[config.mk]
export PLATFORM = sky130hd
export DESIGN_NAME = dequ_seg_adder
export DESIGN_NICKNAME = d
export VERILOG_FILES = /design/src/rtl/dequ_pkg.sv /design/src/rtl/dequ_add_seg.sv /design/src/rtl/dequ_seg_adder.sv
export SDC_FILE = /design/constraint.sdc
export NUM_CORES = 1
export LEC_CHECK = 0
export ABC_CLOCK_PERIOD_IN_PS = 4100
export CORE_UTILIZATION = 54
export CTS_CLUSTER_DIAMETER = 120
export DETAILED_ROUTE_END_ITERATION = 10
export PLACE_DENSITY_LB_ADDON = 0.1
export SKIP_LAST_GASP = 1
export SLEW_MARGIN = 0
export SYNTH_ARGS = -nofsm -noshare
export SYNTH_HDL_FRONTEND = slang
export SYNTH_SLANG_ARGS = --single-unit
[constraint.sdc]
create_clock -name clk -period 4.1 [get_ports clk]
set_input_delay 0.615 -clock clk [delete_from_list [all_inputs] [get_ports clk]]
set_output_delay 0.615 -clock clk [all_outputs]
set_load 0.01 [all_outputs]
[src/rtl/dequ_pkg.sv]
`default_nettype none
// ============================================================================
// Module      : dequ_pkg
// Description : Shared types, defaults and helpers for the dequantizer adder.
// Revision    : 1.0
// ============================================================================
package dequ_pkg;

  typedef enum logic {MODE_TC = 1'b0, MODE_SM = 1'b1} dequ_mode_e;

  localparam int DEQU_WWIDTH = 32;
  localparam int DEQU_NSEG   = 2;

  // Per-beat side information that rides alongside the segmented sum.
  typedef struct packed {
    logic       vld;
    dequ_mode_e mode;
    logic       a_msb;
    logic       b_msb;
  } dequ_side_t;

  function automatic logic dequ_ovf(input logic a_msb, input logic b_msb, input logic r_msb);
    return (a_msb == b_msb) && (r_msb != a_msb);
  endfunction

endpackage
`default_nettype wire

[src/rtl/dequ_add_seg.sv]
`default_nettype none
// ============================================================================
// Module      : dequ_add_seg
// Description : One registered SEGW-bit add stage with carry-in/carry-out.
// Revision    : 1.0
// ============================================================================
module dequ_add_seg #(
  parameter int SEGW = 16
) (
  input  logic            clk,
  input  logic            rst,
  input  logic            i_en,
  input  logic [SEGW-1:0] i_a,
  input  logic [SEGW-1:0] i_b,
  input  logic            i_ci,
  output logic [SEGW-1:0] o_sum,
  output logic            o_co
);

  logic [SEGW:0]   w_add;
  logic [SEGW-1:0] r_sum;
  logic            r_co;

  assign w_add = {1'b0, i_a} + {1'b0, i_b} + {{SEGW{1'b0}}, i_ci};

  always_ff @(posedge clk or posedge rst) begin
    if (rst) begin
      r_sum <= '0;
      r_co  <= 1'b0;
    end else if (i_en) begin
      r_sum <= w_add[SEGW-1:0];
      r_co  <= w_add[SEGW];
    end
  end

  assign o_sum = r_sum;
  assign o_co  = r_co;

endmodule
`default_nettype wire

[src/rtl/dequ_seg_adder.sv]
`default_nettype none
// ============================================================================
// Module      : dequ_seg_adder
// Description : Segmented, pipelined mid+ext adder with TC/SM output format.
// Revision    : 1.0
// ============================================================================
module dequ_seg_adder
  import dequ_pkg::*;
#(
  parameter int WWIDTH = DEQU_WWIDTH,
  parameter int NSEG   = DEQU_NSEG
) (
  input  logic              clk,
  input  logic              rst,
  input  logic              in_valid,
  output logic              in_ready,
  input  logic [WWIDTH-1:0] mid,
  input  logic [WWIDTH-1:0] ext,
  input  logic              mode,
  output logic              out_valid,
  input  logic              out_ready,
  output logic [WWIDTH-1:0] out_sum,
  output logic              out_sign,
  output logic              out_ovf
);

  localparam int SEGW = WWIDTH / NSEG;

  if ((WWIDTH % NSEG) != 0 || NSEG < 1 || NSEG > 8) begin : g_bad_params
    $error("dequ_seg_adder: WWIDTH must be a multiple of NSEG and NSEG in 1..8");
  end

  logic                       w_adv;
  logic [NSEG-1:0][SEGW-1:0]  w_sum;
  logic [NSEG-1:0]            w_co;
  logic [NSEG-1:0][SEGW-1:0]  w_seg_al;
  logic [WWIDTH-1:0]          w_raw;
  logic [WWIDTH-1:0]          w_mag;
  logic                       w_unused_co;
  dequ_side_t                 r_side [NSEG];
  dequ_side_t                 w_side_fmt;

  logic                       r_out_valid;
  logic [WWIDTH-1:0]          r_out_sum;
  logic                       r_out_sign;
  logic                       r_out_ovf;

  // Global stall: every register in the pipe advances or holds together.
  assign w_adv       = !r_out_valid || out_ready;
  assign in_ready    = w_adv;
  assign w_unused_co = w_co[NSEG-1];

  for (genvar k = 0; k < NSEG; k++) begin : g_seg
    logic [SEGW-1:0] w_a;
    logic [SEGW-1:0] w_b;
    logic            w_ci;

    if (k == 0) begin : g_direct
      assign w_a  = mid[SEGW-1:0];
      assign w_b  = ext[SEGW-1:0];
      assign w_ci = 1'b0;
    end else begin : g_skew
      // Segment k waits k cycles so it meets the carry rippling up from below.
      logic [SEGW-1:0] r_a [k];
      logic [SEGW-1:0] r_b [k];

      always_ff @(posedge clk or posedge rst) begin
        if (rst) begin
          for (int j = 0; j < k; j++) begin
            r_a[j] <= '0;
            r_b[j] <= '0;
          end
        end else if (w_adv) begin
          r_a[0] <= mid[k*SEGW +: SEGW];
          r_b[0] <= ext[k*SEGW +: SEGW];
          for (int j = 1; j < k; j++) begin
            r_a[j] <= r_a[j-1];
            r_b[j] <= r_b[j-1];
          end
        end
      end

      assign w_a  = r_a[k-1];
      assign w_b  = r_b[k-1];
      assign w_ci = w_co[k-1];
    end

    dequ_add_seg #(
      .SEGW (SEGW)
    ) u_add (
      .clk   (clk),
      .rst   (rst),
      .i_en  (w_adv),
      .i_a   (w_a),
      .i_b   (w_b),
      .i_ci  (w_ci),
      .o_sum (w_sum[k]),
      .o_co  (w_co[k])
    );

    if (k == NSEG - 1) begin : g_last
      assign w_seg_al[k] = w_sum[k];
    end else begin : g_align
      // Lower results wait until the top segment has finished.
      localparam int c_len = NSEG - 1 - k;
      logic [SEGW-1:0] r_al [c_len];

      always_ff @(posedge clk or posedge rst) begin
        if (rst) begin
          for (int j = 0; j < c_len; j++) begin
            r_al[j] <= '0;
          end
        end else if (w_adv) begin
          r_al[0] <= w_sum[k];
          for (int j = 1; j < c_len; j++) begin
            r_al[j] <= r_al[j-1];
          end
        end
      end

      assign w_seg_al[k] = r_al[c_len-1];
    end
  end

  always_ff @(posedge clk or posedge rst) begin
    if (rst) begin
      for (int k = 0; k < NSEG; k++) begin
        r_side[k] <= '0;
      end
    end else if (w_adv) begin
      r_side[0] <= '{vld: in_valid, mode: dequ_mode_e'(mode),
                     a_msb: mid[WWIDTH-1], b_msb: ext[WWIDTH-1]};
      for (int k = 1; k < NSEG; k++) begin
        r_side[k] <= r_side[k-1];
      end
    end
  end

  assign w_side_fmt = r_side[NSEG-1];
  assign w_raw      = w_seg_al;
  assign w_mag      = w_raw[WWIDTH-1] ? (~w_raw + WWIDTH'(1)) : w_raw;

  always_ff @(posedge clk or posedge rst) begin
    if (rst) begin
      r_out_valid <= 1'b0;
      r_out_sum   <= '0;
      r_out_sign  <= 1'b0;
      r_out_ovf   <= 1'b0;
    end else if (w_adv) begin
      r_out_valid <= w_side_fmt.vld;
      r_out_sum   <= (w_side_fmt.mode == MODE_SM) ? w_mag : w_raw;
      r_out_sign  <= w_raw[WWIDTH-1];
      r_out_ovf   <= dequ_ovf(w_side_fmt.a_msb, w_side_fmt.b_msb, w_raw[WWIDTH-1]);
    end
  end

  assign out_valid = r_out_valid;
  assign out_sum   = r_out_sum;
  assign out_sign  = r_out_sign;
  assign out_ovf   = r_out_ovf;

endmodule
`default_nettype wire

==> flow_summary.json <==
{
  "rr_endpoint": "g_seg[1].u_add.o_sum[13]",
  "r2r_setup_slack_ns": 1.58,
  "period_share_pct": 71.01,
  "hold_buffers": 0,
  "drtIter0Drc": 425,
  "syn_inst": 741,
  "dpl_cell_area_sq_um": 7701,
  "fin_crit_ns": 2.911,
  "worstHoldEndpoint": "g_seg[0].u_add.o_sum[1]",
  "rsz0062_at_grt": "false",
  "tns_ns": 0,
  "finalInstanceArea_sq_um": 8372,
  "drc": 4,
  "path_delay_family": "compound AO/OA/AOI/OAI gates",
  "slew_headroom_pct": 42.93,
  "power_density_nw_per_um2": 720.6,
  "die_w_microns": 112.0,
  "ys.flop_type": "dfrtp_1",
  "grt_max_degree": 79,
  "cts_buffers": 17,
  "fin_ws_ns": 1.189,
  "crit_type": "input pin to flop",
  "slew_viol_final": 0,
  "p_total_uw": 6033,
  "cts.sinks": 122,
  "ys_seq_area_share_pct": 46.72,
  "ys_ff_latch": 122,
  "fillCellCount": 911,
  "path_cells": "clkdlybuf4s50_1, ha_1, fa_1, a21oi_1, o21ai_0, a2111oi_2, nor4b_1, o31a_1, o31ai_1",
  "ant_nets": 0,
  "holdWs_ns": 0.4755,
  "critical_path_arrival_ns": 3.24,
  "htreeDepth": 4,
  "cts_root_buf": "clkbuf_16",
  "syn_area_sq_um": 6535,
  "yosysTopAreaCell": "dfrtp_1",
  "dieArea_sq_um": 12550,
  "worst-path-max-fanout": 3,
  "run_status": "finished with violations",
  "dp_hpwl_microns": 10120,
  "hp-class": "flop to flop",
  "rr_startpoint": "g_seg[1].g_skew.r_a[0]",
  "initial_core_util_pct": 56.27,
  "multi_input_area_sq_um": 3309,
  "netlist-cell-type-count": 53,
  "portBuffers": 104,
  "cpPeakStageDelay_ns": 0.53,
  "fin_skew_ns": 0.005280,
  "ys_warn_count": 0,
  "failed_checks": "design-rule violations",
  "layout_commonest_cell": "nand2_1",
  "synth_nets": 844,
  "dr.pass1.iters": 10,
  "synth_edf_count": 0,
  "maxCapViolations": 0,
  "max-vdd-ir-drop_mv": 0.5477,
  "path_buf_inv": 1,
  "ys_async_sr_fraction_pct": 100.0,
  "overflow": 0,
  "die_h_microns": 112.0,
  "finalSetupViolations": 0,
  "hold_viol_final": 0,
  "drive_gt1_share_pct": 5.862,
  "endpoint_kind": "flop",
  "wire_per_inst_microns": 14.66,
  "synth.avg_cell_area_sq_um": 8.819,
  "cts_tree": "built",
  "area_growth_pct": 28.11,
  "worst_setup_path_start_kind": "input pin",
  "cp_slowest_cell": "a2111oi_2",
  "post_cts_buffers": 0,
  "preCtsSetupSlack_ns": 0.8118,
  "n_antenna_cell": 0,
  "first_global_vias": 5305,
  "antenna_found_initial": 0,
  "routed_via_density": 5.513,
  "register_area_sq_um": 3053,
  "fin_nets": 943,
  "hold_start": "g_seg[0].u_add.o_sum[1]",
  "p_leak_uw": 0.003799,
  "grtUsageTotal_pct": 25.29,
  "clk-insertion-delay-late_ns": 0.42,
  "synth.top_cell.area_share_pct": 46.72,
  "min_path_cells": 2,
  "grt_pass1_wl_microns": 25320,
  "num_rows": 39,
  "fmax_ghz": 0.3435,
  "fp.coreArea_sq_um": 11610,
  "cts_resized": 0,
  "place_congestion": 0.8246,
  "crit_required_ns": 4.43,
  "synth.top_cells.by_area": "dfrtp_1 (47%), nand2_1 (13%), ha_1 (5.9%)",
  "io-pin-count": 105,
  "vias": 5491,
  "layout_common_cells": "nand2_1 (226), dfrtp_1 (122), clkdlybuf4s50_1 (104), o21ai_0 (55), a21oi_1 (45)",
  "wirelength_microns": 14600,
  "path_clk_slew_ns": 0.06,
  "worstMarginPinSlew_ns": 0.8560,
  "r2r_cells": 7,
  "cts_buffer_depth": 2
}
[metal layers]
layer  global-route usage (%)  part of all wire [%]
met3                    5.400                   4.6
met1                    35.38                    48
met4                    8.356                   1.3
met5                        0                     0
met2                    39.46                    46
[cell usage after synthesis, types with 3 or more instances]
library cell / count
o21bai_1: 3
or3_1: 5
nor4_4: 3
nor4_1: 4
a211oi_1: 3
nand3_1: 7
inv_1: 16
buf_1: 5
a21oi_1: 45
o31a_1: 3
nand4_1: 3
clkbuf_1: 26
o31ai_1: 10
o21ai_0: 55
nor3_1: 9
o211ai_1: 3
xor2_1: 18
ha_1: 31
xnor2_1: 32
nor2_1: 40
nor2b_1: 6
fa_1: 3
nand2b_1: 3
a21o_1: 10
dfrtp_1: 122
nand2_1: 226
a31oi_1: 11
o21a_1: 6
[where the power goes]
group	internal [uW]	switching, uW
Combinational	1060	1180
Sequential	1690	419
Clock	1140	539
Total	3890	2140
[how the worst max path moves through the flow]
stage,depth (start not counted),start,end
floorplan,1,rst,g_seg[0].g_align.r_al[0]
global placement,9,mid[0],g_seg[0].u_add.o_sum[14]
detailed placement,9,mid[0],g_seg[0].u_add.o_sum[14]
CTS,9,mid[0],g_seg[0].u_add.o_sum[14]
global route,9,ext[0],g_seg[0].u_add.o_sum[14]
finish,9,mid[0],g_seg[0].u_add.o_sum[14]
[cell type report]
cell class / instances / area share (%)
clock buffer: 21 / 5.739
clock inverter: 11 / 2.272
inverter: 17 / 0.7921
multi-input combinational: 571 / 39.53
sequential: 122 / 36.47
tap: 143 / 2.137
timing repair buffer: 111 / 13.06
[worst reg2reg max path, stage by stage, from the launching register on]
cell and delay, ns:
dfrtp_1 0.41, fa_1 0.45, a21oi_1 0.23, o211ai_1 0.26, a311o_1 0.42, a21oi_1 0.31, nor2_1 0.08, a311oi_1 0.26
[cell families (layout without fill, tap and decap cells)]
kind of cell | count (synthesis) | in the layout | share of synthesized area (%)
buffers and inverters | 48 | 160 | 2.757
AO/OA/AOI/OAI | 165 | 165 | 15.47
flip-flops | 122 | 122 | 46.72
XOR/XNOR | 50 | 50 | 6.701
adder cells (fa/ha/maj) | 34 | 34 | 6.854
AND/OR/NAND/NOR | 320 | 320 | 21.19
multiplexers | 2 | 2 | 0.3063
[per-stage QoR]
step,instances,utilization [%]
3_5_place_dp,964,66.31
6_report,996,72.09
2_1_floorplan,741,-
5_1_grt,996,72.09
4_1_cts,996,72.09
3_3_place_gp,964,66.31
[flip-flops by register name (all words and copies together) (netlist names)]
register and flops:
g_seg.g_align.r_al 16, g_seg.g_skew.r_a 16, g_seg.g_skew.r_b 16, g_seg.u_add.o_co 1, g_seg.u_add.o_sum 32, out_ovf 1, out_sign 1, out_sum 32
out_valid 1, r_side 6
Power figures use the tool's default switching activity.
